==> src/rtl/mem_arbiter.sv <==
// ---------------------------------------------------------------------------
// mem_arbiter
// Shares one request/acknowledge memory bus between the instruction-fetch
// port (i_*) and the data port (d_*). One transaction is open at a time;
// bus outputs are registered and held constant until m_ack.
//
// Ports
//   clk, rst        : clock, asynchronous active-low reset
//   i_req/i_addr    : instruction read request and address
//   i_rdata/i_stall : instruction read data, stall to the fetch stage
//   d_req/d_we/d_wstrb/d_addr/d_wdata : data request
//   d_rdata/d_stall : data read data, stall to the memory stage
//   m_req/m_we/m_wstrb/m_addr/m_wdata : registered bus request
//   m_rdata/m_ack   : bus read data and single-cycle completion pulse
//
// Build option
//   MEM_ARB_RR_EN : defined -> round-robin tie break between the ports,
//                   undefined -> data port always wins a tie.
// ---------------------------------------------------------------------------
module mem_arbiter #(
   parameter int AW = 32,
   parameter int DW = 32
) (
   input  logic            clk,
   input  logic            rst,
   input  logic            i_req,
   input  logic [AW-1:0]   i_addr,
   output logic [DW-1:0]   i_rdata,
   output logic            i_stall,
   input  logic            d_req,
   input  logic            d_we,
   input  logic [DW/8-1:0] d_wstrb,
   input  logic [AW-1:0]   d_addr,
   input  logic [DW-1:0]   d_wdata,
   output logic [DW-1:0]   d_rdata,
   output logic            d_stall,
   output logic            m_req,
   output logic            m_we,
   output logic [DW/8-1:0] m_wstrb,
   output logic [AW-1:0]   m_addr,
   output logic [DW-1:0]   m_wdata,
   input  logic [DW-1:0]   m_rdata,
   input  logic            m_ack
);

   typedef enum logic [1:0] {IDLE, IBUSY, DBUSY} stateT;

   stateT state, nextState;
   logic  iDone, dDone;
   logic  lastD;        // port served last: 0 = instruction, 1 = data
   logic  iElig, dElig;
   logic  tieWinD;
   logic  grantI, grantD;
   logic  busAck;

   // A port whose done pulse is high has just been served and must not be
   // re-granted for the same (still held) request.
   assign iElig   = i_req & ~iDone;
   assign dElig   = d_req & ~dDone;
   assign i_stall = i_req & ~iDone;
   assign d_stall = d_req & ~dDone;

`ifdef MEM_ARB_RR_EN
   assign tieWinD = ~lastD;
`else
   // lastD is tracked in both builds; with fixed priority it never
   // changes the outcome of a tie.
   assign tieWinD = lastD | 1'b1;
`endif

   always_comb begin
      nextState = state;
      grantI    = 1'b0;
      grantD    = 1'b0;
      busAck    = 1'b0;
      case (state)
         IDLE: begin
            if (iElig && dElig) begin
               grantD = tieWinD;
               grantI = ~tieWinD;
            end else begin
               grantD = dElig;
               grantI = iElig;
            end
            if (grantD)      nextState = DBUSY;
            else if (grantI) nextState = IBUSY;
         end
         IBUSY, DBUSY: begin
            if (m_ack) begin
               busAck    = 1'b1;
               nextState = IDLE;
            end
         end
         default: nextState = IDLE;
      endcase
   end

   always_ff @(posedge clk or negedge rst) begin
      if (!rst) begin
         state <= IDLE;
      end else begin
         state <= nextState;
      end
   end

   always_ff @(posedge clk or negedge rst) begin
      if (!rst) begin
         m_req   <= 1'b0;
         m_we    <= 1'b0;
         m_wstrb <= '0;
         m_addr  <= '0;
         m_wdata <= '0;
         i_rdata <= '0;
         d_rdata <= '0;
         iDone   <= 1'b0;
         dDone   <= 1'b0;
         lastD   <= 1'b0;
      end else begin
         // Done flags are single-cycle pulses.
         iDone <= 1'b0;
         dDone <= 1'b0;
         if (grantD) begin
            m_req   <= 1'b1;
            m_we    <= d_we;
            m_wstrb <= d_we ? d_wstrb : '0;
            m_addr  <= d_addr;
            m_wdata <= d_wdata;
            lastD   <= 1'b1;
         end else if (grantI) begin
            m_req   <= 1'b1;
            m_we    <= 1'b0;
            m_wstrb <= '0;
            m_addr  <= i_addr;
            lastD   <= 1'b0;
         end else if (busAck) begin
            m_req <= 1'b0;
            if (state == IBUSY) begin
               i_rdata <= m_rdata;
               iDone   <= 1'b1;
            end else begin
               if (!m_we) d_rdata <= m_rdata;
               dDone <= 1'b1;
            end
         end
      end
   end

endmodule

==> config.mk <==
export PLATFORM = sky130hd
export DESIGN_NAME = mem_arbiter
export DESIGN_NICKNAME = d
export VERILOG_FILES = /design/src/rtl/mem_arbiter.sv
export SDC_FILE = /design/constraint.sdc
export NUM_CORES = 1
export LEC_CHECK = 0
export CORE_MARGIN = 2
export CORE_UTILIZATION = 36
export CTS_CLUSTER_DIAMETER = 100
export DETAILED_ROUTE_END_ITERATION = 10
export GPL_ROUTABILITY_DRIVEN = 0
export MAX_ROUTING_LAYER = met4
export PLACE_DENSITY = 0.86
export SYNTH_ARGS = -nofsm -noshare
export SYNTH_HDL_FRONTEND = slang
export SYNTH_SLANG_ARGS = --single-unit
export TNS_END_PERCENT = 20
==> constraint.sdc <==
create_clock -name clk -period 1.9 [get_ports clk]
set_clock_uncertainty 0.2 [all_clocks]
set_input_delay 0.285 -clock clk [delete_from_list [all_inputs] [get_ports clk]]
set_output_delay 0.285 -clock clk [all_outputs]
set_load 0.005 [all_outputs]
Word level (Yosys, flattened, before mapping):

Index checks and enable logic that the tools add are counted.

* bits in registers: 138
* output and inout bits: 136
* logic and storage cells: 60

* eq/ne operators: 4
* multiplexer cells: 30
* bitwise operators: 8
* reduce and logical (&&, ||, !) cells: 8

Operator list (number)
* 32-bit two-way mux: 2
* 1-bit two-way mux: 21
* 4-bit two-way mux: 3
* 2-bit two-way mux: 3
* 1-bit inverter: 6
* 5-bit AND reduction: 1
* 2-bit case mux with 2 select lines: 1
* 4-bit AND reduction: 1
* 3-bit inequality test (second input constant): 1
* 3-bit nonzero test: 1
* 1-bit AND: 2
* 2-bit by 1-bit equality test with 1-bit output (second input constant): 1
* 2-bit equality test (second input constant): 1
* 2-bit zero test: 1
* 2-bit inequality test (second input constant): 1
* 2-bit AND reduction: 1
* 2-bit nonzero test: 1
* 2-bit OR reduction: 1
* 1-bit logical AND: 1

Logic depth before layout (Yosys ltp):

* word-level depth: 8
* mapped depth: 8
* depth with buffers taken out: 6

Worst setup path after synthesis:

No wires, ideal clock.

* path kind: flip-flop to flip-flop
* from: reg state[1]
* to: reg i_rdata[10]
* data arrival time: 1.536 ns
* setup slack: 0.039 ns
* stages on the path, launching flop included: 8
* period minus slack after synthesis: 1.861 ns
* cell sequence: dfrtp_1 inv_1 ha_1 o21ai_4 and4_1 buf_6 buf_8 mux2_4

* word-level cells in the longest chain between the ends: 4
* elaborated cells between the ends (all ways): 10

RTL lines
* from (decl): RTL line 48 `stateT state, nextState;`
* from (signal assigned): RTL line 102 `state <= nextState;`
* 2-bit by 1-bit equality test with 1-bit output (tied with other cells): RTL line 76, 137
* 2-bit OR reduction / 1-bit two-way mux (equally long branches): RTL line 76 `case (state)`
* 1-bit two-way mux / 1-bit inverter (equally long branches)
* 4-bit AND reduction (no source line) *
* to (signal assigned): RTL line 138 `i_rdata <= m_rdata;`
* to (decl): RTL line 28 `output logic [DW-1:0] i_rdata,`

Every way passes the cells marked *; elsewhere a longest branch is shown, timed or not.
A chain may end at the register's enable or synchronous reset.

Final worst setup path:

* from: reg state[0]
* to: reg d_rdata[13]

* word-level cells in the longest chain between the ends: 4
* elaborated cells between the ends (all ways): 11

RTL lines
* 2-bit by 1-bit equality test with 1-bit output (tied with other cells): RTL line 76, 137
* 2-bit OR reduction / 1-bit two-way mux (equally long branches): RTL line 76
* 1-bit two-way mux / 1-bit inverter (equally long branches)
* 5-bit AND reduction (no source line) *
* to (signal assigned): RTL line 141 `if (!m_we) d_rdata <= m_rdata;`
* to (decl): RTL line 35 `output logic [DW-1:0] d_rdata,`

Marks and branches as above.

==> metrics.txt <==
Placement Cell Area=between 0.008 and 0.009 sq mm; count of input and output buffers=around 270; Syn Inst Count=between 400 and 500; wire length on met2=between 7000 and 8000 um; number of DRC markers in iteration 0=236; clock period minus final worst setup slack=roughly 1900 ps; worst min-delay path class=input port to asynchronous set/reset pin; wire length on met1=~6500 um; TritonCTS clock tree=yes; Initial DRT Pass Iterations=4; relative slew slack=0.7023; total number of yosys warnings=0; initial antenna violation count=0; via/cell ratio=slightly below 5; Crit path arrival time=about 2000 ps; average instance area after synthesis=between 10 and 15 sq um; starting utilization of the core area=0.3644; Met3 Routed Length=1077 um; top routing layer used=met4; highest clock frequency the design can meet=525.9 MHz; number of nets with antenna violations after routing=0; area of the core region=0.01509 sq mm; buffers from clock root to sink, at most=2; number of remaining DRC errors=0; Worst-Margin Slew=between 400 and 500 ps; Vias=approximately 4500; Site Rows=45; type of element launching the critical path=flip-flop; fraction of final layout cells sized beyond drive strength 1=0.1812; sequential share of the synthesized area=0.6280; die outline area=0.01628 sq mm; total count of hold-check failures in the final report=0; final worst hold slack=between 90 and 100 ps; antenna diode instance count=0; post-synthesis cell type count=27; number of synthesized register bits=about 140; Layout Cell Area excl Fill=around 0.0093 sq mm; Worst setup EP type=flip-flop; half-perimeter wire length of the detailed placement result=roughly 11000 um; CP Class=flip-flop to flip-flop; Total Wirelength=between 15000 and 20000 um; Max Fanout on Critical Path=6; maximum ir drop on the vdd rail=around 0.76 mV; failing checks=setup timing; global route total overflow=0; status=complete, but fails checks; global-route wire length before repair=about 24000 um; synthesized netlist net count=591; Required @ worst endpoint=about 2000 ps; I/O pin total=around 270; max-cap violation count=0; Worst-path clk slew=about 60 ps; pin count of the biggest net entering global routing=57; number of CTS-inserted buffers=17; post-route clock period utilization=1.001; CTS H-tree lvls=4; Max Slew Vio Count=0; post-synth top area cell=sky130_fd_sc_hd__dfrtp_1; final worst setup slack=-1.492 ps; final layout net count=883; Clk Latency, worst-skew pair=around 420 ps; summed instance area of the synthesized netlist=0.005499 sq mm; Syn-to-layout area delta=69.37%; routed len/inst=around 17 um; Pwr per Cell Area=1609 mW/mm^2; number of clock sinks=between 100 and 150; post-route core utilization=0.6172; top-area cell type share of the netlist area=0.6280; total setup violations reported at the end of the flow=1; die span in y=127.6 um; leakage component of the power=around 4.2 nW; Die X-Extent=between 100 and 150 um; clock root buffer=sky130_fd_sc_hd__clkbuf_16; aggregate global-route resource usage=0.2002; vias in the first global route=~4800; cells taking the most area after synthesis=sky130_fd_sc_hd__dfrtp_1 (63%), sky130_fd_sc_hd__nand2_1 (11%), sky130_fd_sc_hd__mux2_4 (7.9%), sky130_fd_sc_hd__mux2_2 (7.2%), sky130_fd_sc_hd__a22oi_1 (4.4%)
[worst paths after layout]
kind / start / depth (start not counted) / endpoint / slack (ps)
min in group clk: d_addr[16] / 3 / m_addr[16]$_DFFE_PN0P_ / 190
max in group asynchronous: rst / 3 / m_we$_DFFE_PN0P_ / 800
worst min-delay path: rst / 2 / i_rdata[11]$_DFFE_PN0P_ / 100
worst max-delay path: state[0]$_DFFE_PN0P_ / 7 / d_rdata[13]$_DFFE_PN0P_ / -1
worst min register to register: m_wdata[11]$_DFFE_PN0N_ / 2 / m_wdata[11]$_DFFE_PN0N_ / 270
worst max register to register: state[0]$_DFFE_PN0P_ / 7 / d_rdata[13]$_DFFE_PN0P_ / -1
[power by group]
part           switching [mW]  internal, mW  leakage (nW)
Sequential              0.798          4.34          1.71
Combinational            2.33          4.18          2.22
Clock                    1.35          2.00         0.298
[layout by cell type (no fill, tap or decap), drive strengths merged]
master         instances
a21oi                  2
a22o                   1
a22oi                 32
a32o                   4
and2                   2
and3                   1
and4                   1
buf                   24
bufinv                 2
clkbuf                21
clkdlybuf4s15          1
clkdlybuf4s50        270
clkinv                 6
dfrtp                138
dlygate4sd3            1
ha                     2
inv                    9
mux2                  64
nand2                166
nand2b                 2
nor2                   1
nor2b                  1
nor3                   1
nor3b                  1
o21ai                  3
[cell type report]
type,instances,area [sq um]
timing repair buffer,299,3085
clock inverter,14,160.2
inverter,3,13.76
clock buffer,18,439.2
fill,1175,5776
sequential,138,3455
multi-input combinational,284,1926
tap,188,235.2
[cells by family after synthesis]
family,after synthesis,synth area share
muxes,64,0.1509
AOI/OAI and AO/OA,42,0.05916
and+or+nand+nor,176,0.1274
DFF,138,0.6280
adders and majority gates,2,0.004550
buffers and inverters,29,0.03003
[Yosys cell counts]
master,count
sky130_fd_sc_hd__nand2_1,166
sky130_fd_sc_hd__dfrtp_1,138
sky130_fd_sc_hd__mux2_2,35
sky130_fd_sc_hd__a22oi_1,32
sky130_fd_sc_hd__mux2_4,29
sky130_fd_sc_hd__buf_2,10
sky130_fd_sc_hd__clkbuf_1,9
sky130_fd_sc_hd__a32o_1,4
sky130_fd_sc_hd__buf_1,3
sky130_fd_sc_hd__buf_8,3
sky130_fd_sc_hd__a21oi_1,2
sky130_fd_sc_hd__and2_1,2
sky130_fd_sc_hd__ha_1,2
sky130_fd_sc_hd__inv_1,2
sky130_fd_sc_hd__o21ai_0,2
sky130_fd_sc_hd__a22o_1,1
sky130_fd_sc_hd__and3_1,1
sky130_fd_sc_hd__and4_1,1
sky130_fd_sc_hd__buf_6,1
sky130_fd_sc_hd__inv_4,1
sky130_fd_sc_hd__nand2b_1,1
sky130_fd_sc_hd__nand2b_4,1
sky130_fd_sc_hd__nor2_1,1
sky130_fd_sc_hd__nor2b_4,1
sky130_fd_sc_hd__nor3_1,1
sky130_fd_sc_hd__nor3b_1,1
sky130_fd_sc_hd__o21ai_4,1
[per-layer routing]
layer	up-vias	track usage
li1	2093	-
met1	2215	0.2441
met2	210	0.3187
met3	26	0.05360
met4	0	0.07951
met5	-	-
[per-stage QoR]
stage	setup WS [ps]	power, mW	setup TNS [ps]	std cells
6_report	-1.492	14.99	-1.492	944
3_3_place_gp	-280.7	11.27	-24130	906
3_5_place_dp	-312.0	11.48	-25460	906
5_1_grt	-65.41	15.92	-1132	944
4_1_cts	-4.138	14.88	-15.26	939
2_1_floorplan	38.69	7.512	0	451
[registers in the layout, indices dropped and copies added (netlist names)]
name,flops
m_addr,32
i_rdata,32
dDone,1
m_we,1
m_wstrb,4
state,2
d_rdata,32
m_wdata,32
iDone,1
m_req,1
[what timing repair did]
item | CTS | global route
hold endpoints to repair | 138 | 0
cloned | 0 | 3
setup endpoints to repair | 4 | 89
buffers inserted | 0 | 2
hold buffers | 1 | 0
resized for setup | 4 | 16
pin swaps | 0 | 3
[worst max-delay path: stages (launching register included)]
cell	delay, ps
sky130_fd_sc_hd__dfrtp_1	370
sky130_fd_sc_hd__inv_2	50
sky130_fd_sc_hd__ha_4	280
sky130_fd_sc_hd__nand2_4	50
sky130_fd_sc_hd__nor3_4	220
sky130_fd_sc_hd__nand2_4	130
sky130_fd_sc_hd__clkbuf_16	190
sky130_fd_sc_hd__mux2_2	280
Power figures use the tool's default switching activity.
==> RTL change: new RTL, same settings <==
Encoding of `stateT`: now one-hot (3 bits for 3 states).
--- a/src/rtl/mem_arbiter.sv
+++ b/src/rtl/mem_arbiter.sv
@@ -45,3 +45,3 @@
 
-   typedef enum logic [1:0] {IDLE, IBUSY, DBUSY} stateT;
+   typedef enum logic [2:0] {IDLE = 3'b001, IBUSY = 3'b010, DBUSY = 3'b100} stateT;
 
Check against the original RTL: no difference found for any inputs over 4 cycles, from zero or initial values and one cycle with rst low; so few cycles prove little.
==> RTL change against the unedited design <==
First-iteration DRC count is 40% lower; highest routed layer unchanged; hold slack better by 91 ps; design area is 1.1% higher; power fell by 3.2%; sequential cell count up 1; area after synthesis is 4.2% higher; cell count is 4.7% lower; count of clock-buffer cells in the layout unchanged; setup slack gained 48 ps; critical path type unchanged; utilization down 1.8 points; routed wire length rose by 5.5%.
==> RTL change: results (changes against the unedited design) <==
vias in the first global route 4764 (-0.13%); Max clock buf depth 2 (unchanged); internal power 10.36 mW (-1.4%); Reg power frac 36.1% (+1.8 points); met2 WL 8.868 mm (+15%); multiplexer share of the synthesized area 18.87% (+3.8 points); Logic pwr share 42.6% (-0.8 points); Slew HR 71.47% (+1.2 points); Non-CTS buffers 296 (-1.0%); setup bufs post-CTS 0 (unchanged); delay-heaviest family, CP flip-flops; flops & latches, synth 139 (+0.72%); sequential area share after synthesis 60.73% (-2.1 points); Yosys cell types 29 (+7.4%); dpl hpwl 12.34 mm (+11%); r2r worst-path depth 4 (-3); critical path data arrival time 1940 ps (-60 ps); post-synth net total 525 (-11%); Synth area leaders dfrtp_1, mux2_2, mux2_1, a2bb2oi_1, or3b_2; Critical Path Max Stage Delay 590 ps (+220 ps); worst r2r src state[0]$_DFFE_PN1P_; worst reg2reg endpoint m_wdata[17]$_DFFE_PN0N_; adder-cell area share of the yosys netlist 0% (-0.46 points); P_sw 4.146 mW (-7.2%); worst slack, placed -273.9 ps (+38.14 ps); Metal-1 WL 6.245 mm (-3.4%); gr usage total 19.74% (-0.29 points); initial DRC count 141 (-40%); leakage power 3.881 nW (-8.1%); worst-path fanout max 33 (+27); layout cells sized above 1 23.54% (+5.4 points); status completed; buffering overhead 31.67% (-1.5 points); top post-synthesis cells by count dfrtp_1, mux2_2, mux2_1; Filler cells 1188 (+1.1%); vias per inst 4.887 (+1.5%); area taken by multi-input logic gates 2115 sq um (+9.8%); routed length on met3 1.132 mm (+5.1%); Detailed Route WL 16.49 mm (+5.5%); global-route wire length before repair 24.67 mm (+0.85%); H-tree depth 4 (unchanged); invs w/o clock 1 (-2); Layout Nets 809 (-8.4%); post-synthesis compound-gate area fraction 10.64% (+4.7 points); clk tree area frac 5.980% (-0.45 points); Seq area share 36.98% (-0.11 points); maximum vdd drop 0.0009009 V (+19%); crit path max-delay cell type dfstp_2; drt pass-1 iters 4 (unchanged); largest net degree at the start of global routing 43 (-25%); worst reg2reg setup slack 50 ps (+50 ps); Multi-input comb cells 216 (-24%)
## RTL change: changes by cell type after synthesis, moves of 6 or more
cell	unedited run	this run
a2bb2oi_1	0	32
a22oi_1	32	0
nand2_1	166	1
mux2_2	35	63
mux2_4	29	0
o31ai_1	0	32
or3b_2	0	32
mux2_1	0	33
clkbuf_1	9	15
## RTL change: metrics by stage
step | instances | TNS (ps) | utilization [%] | hold slack [ps] | area, sq um
floorplan | 387 | 0 | - | -210.6 | 5729
finish | 900 | 0 | 59.92 | 186.2 | 9415
global route | 900 | -27.49 | 59.92 | 190.2 | 9415
CTS | 900 | 0 | 59.87 | 174.7 | 9407
detailed placement | 867 | -19510 | 56.20 | 33.18 | 8830
global placement | 867 | -14960 | 56.20 | 23.85 | 8830
## RTL change: repair_timing
action                     CTS  global route
setup endpoints to repair    3             7
gates resized for setup      4             3
hold buffers                 1             0
hold endpoints to repair   138             0
## RTL change: routing by layer
metal / GRT usage, % / vias to the layer above
li1: - / 2026
met1: 20.57 / 2180
met2: 35.76 / 173
met3: 5.986 / 19
met4: 6.072 / 0
met5: - / -
## RTL change: worst max-delay path by stage
stage                                     from                      end  slack [ps]  cells past startpoint
final                     state[0]$_DFFE_PN1P_  m_wdata[17]$_DFFE_PN0N_          50                      4
after global routing      state[0]$_DFFE_PN1P_    m_addr[3]$_DFFE_PN0P_         -10                      4
after CTS                     m_we$_DFFE_PN0P_                     m_we         0.6                      1
after detailed placement                 m_ack  d_rdata[20]$_DFFE_PN0P_        -270                      5
after global placement                   m_ack  d_rdata[20]$_DFFE_PN0P_        -190                      5
after floorplan           state[0]$_DFFE_PN1P_  m_wdata[10]$_DFFE_PN0N_         100                      4
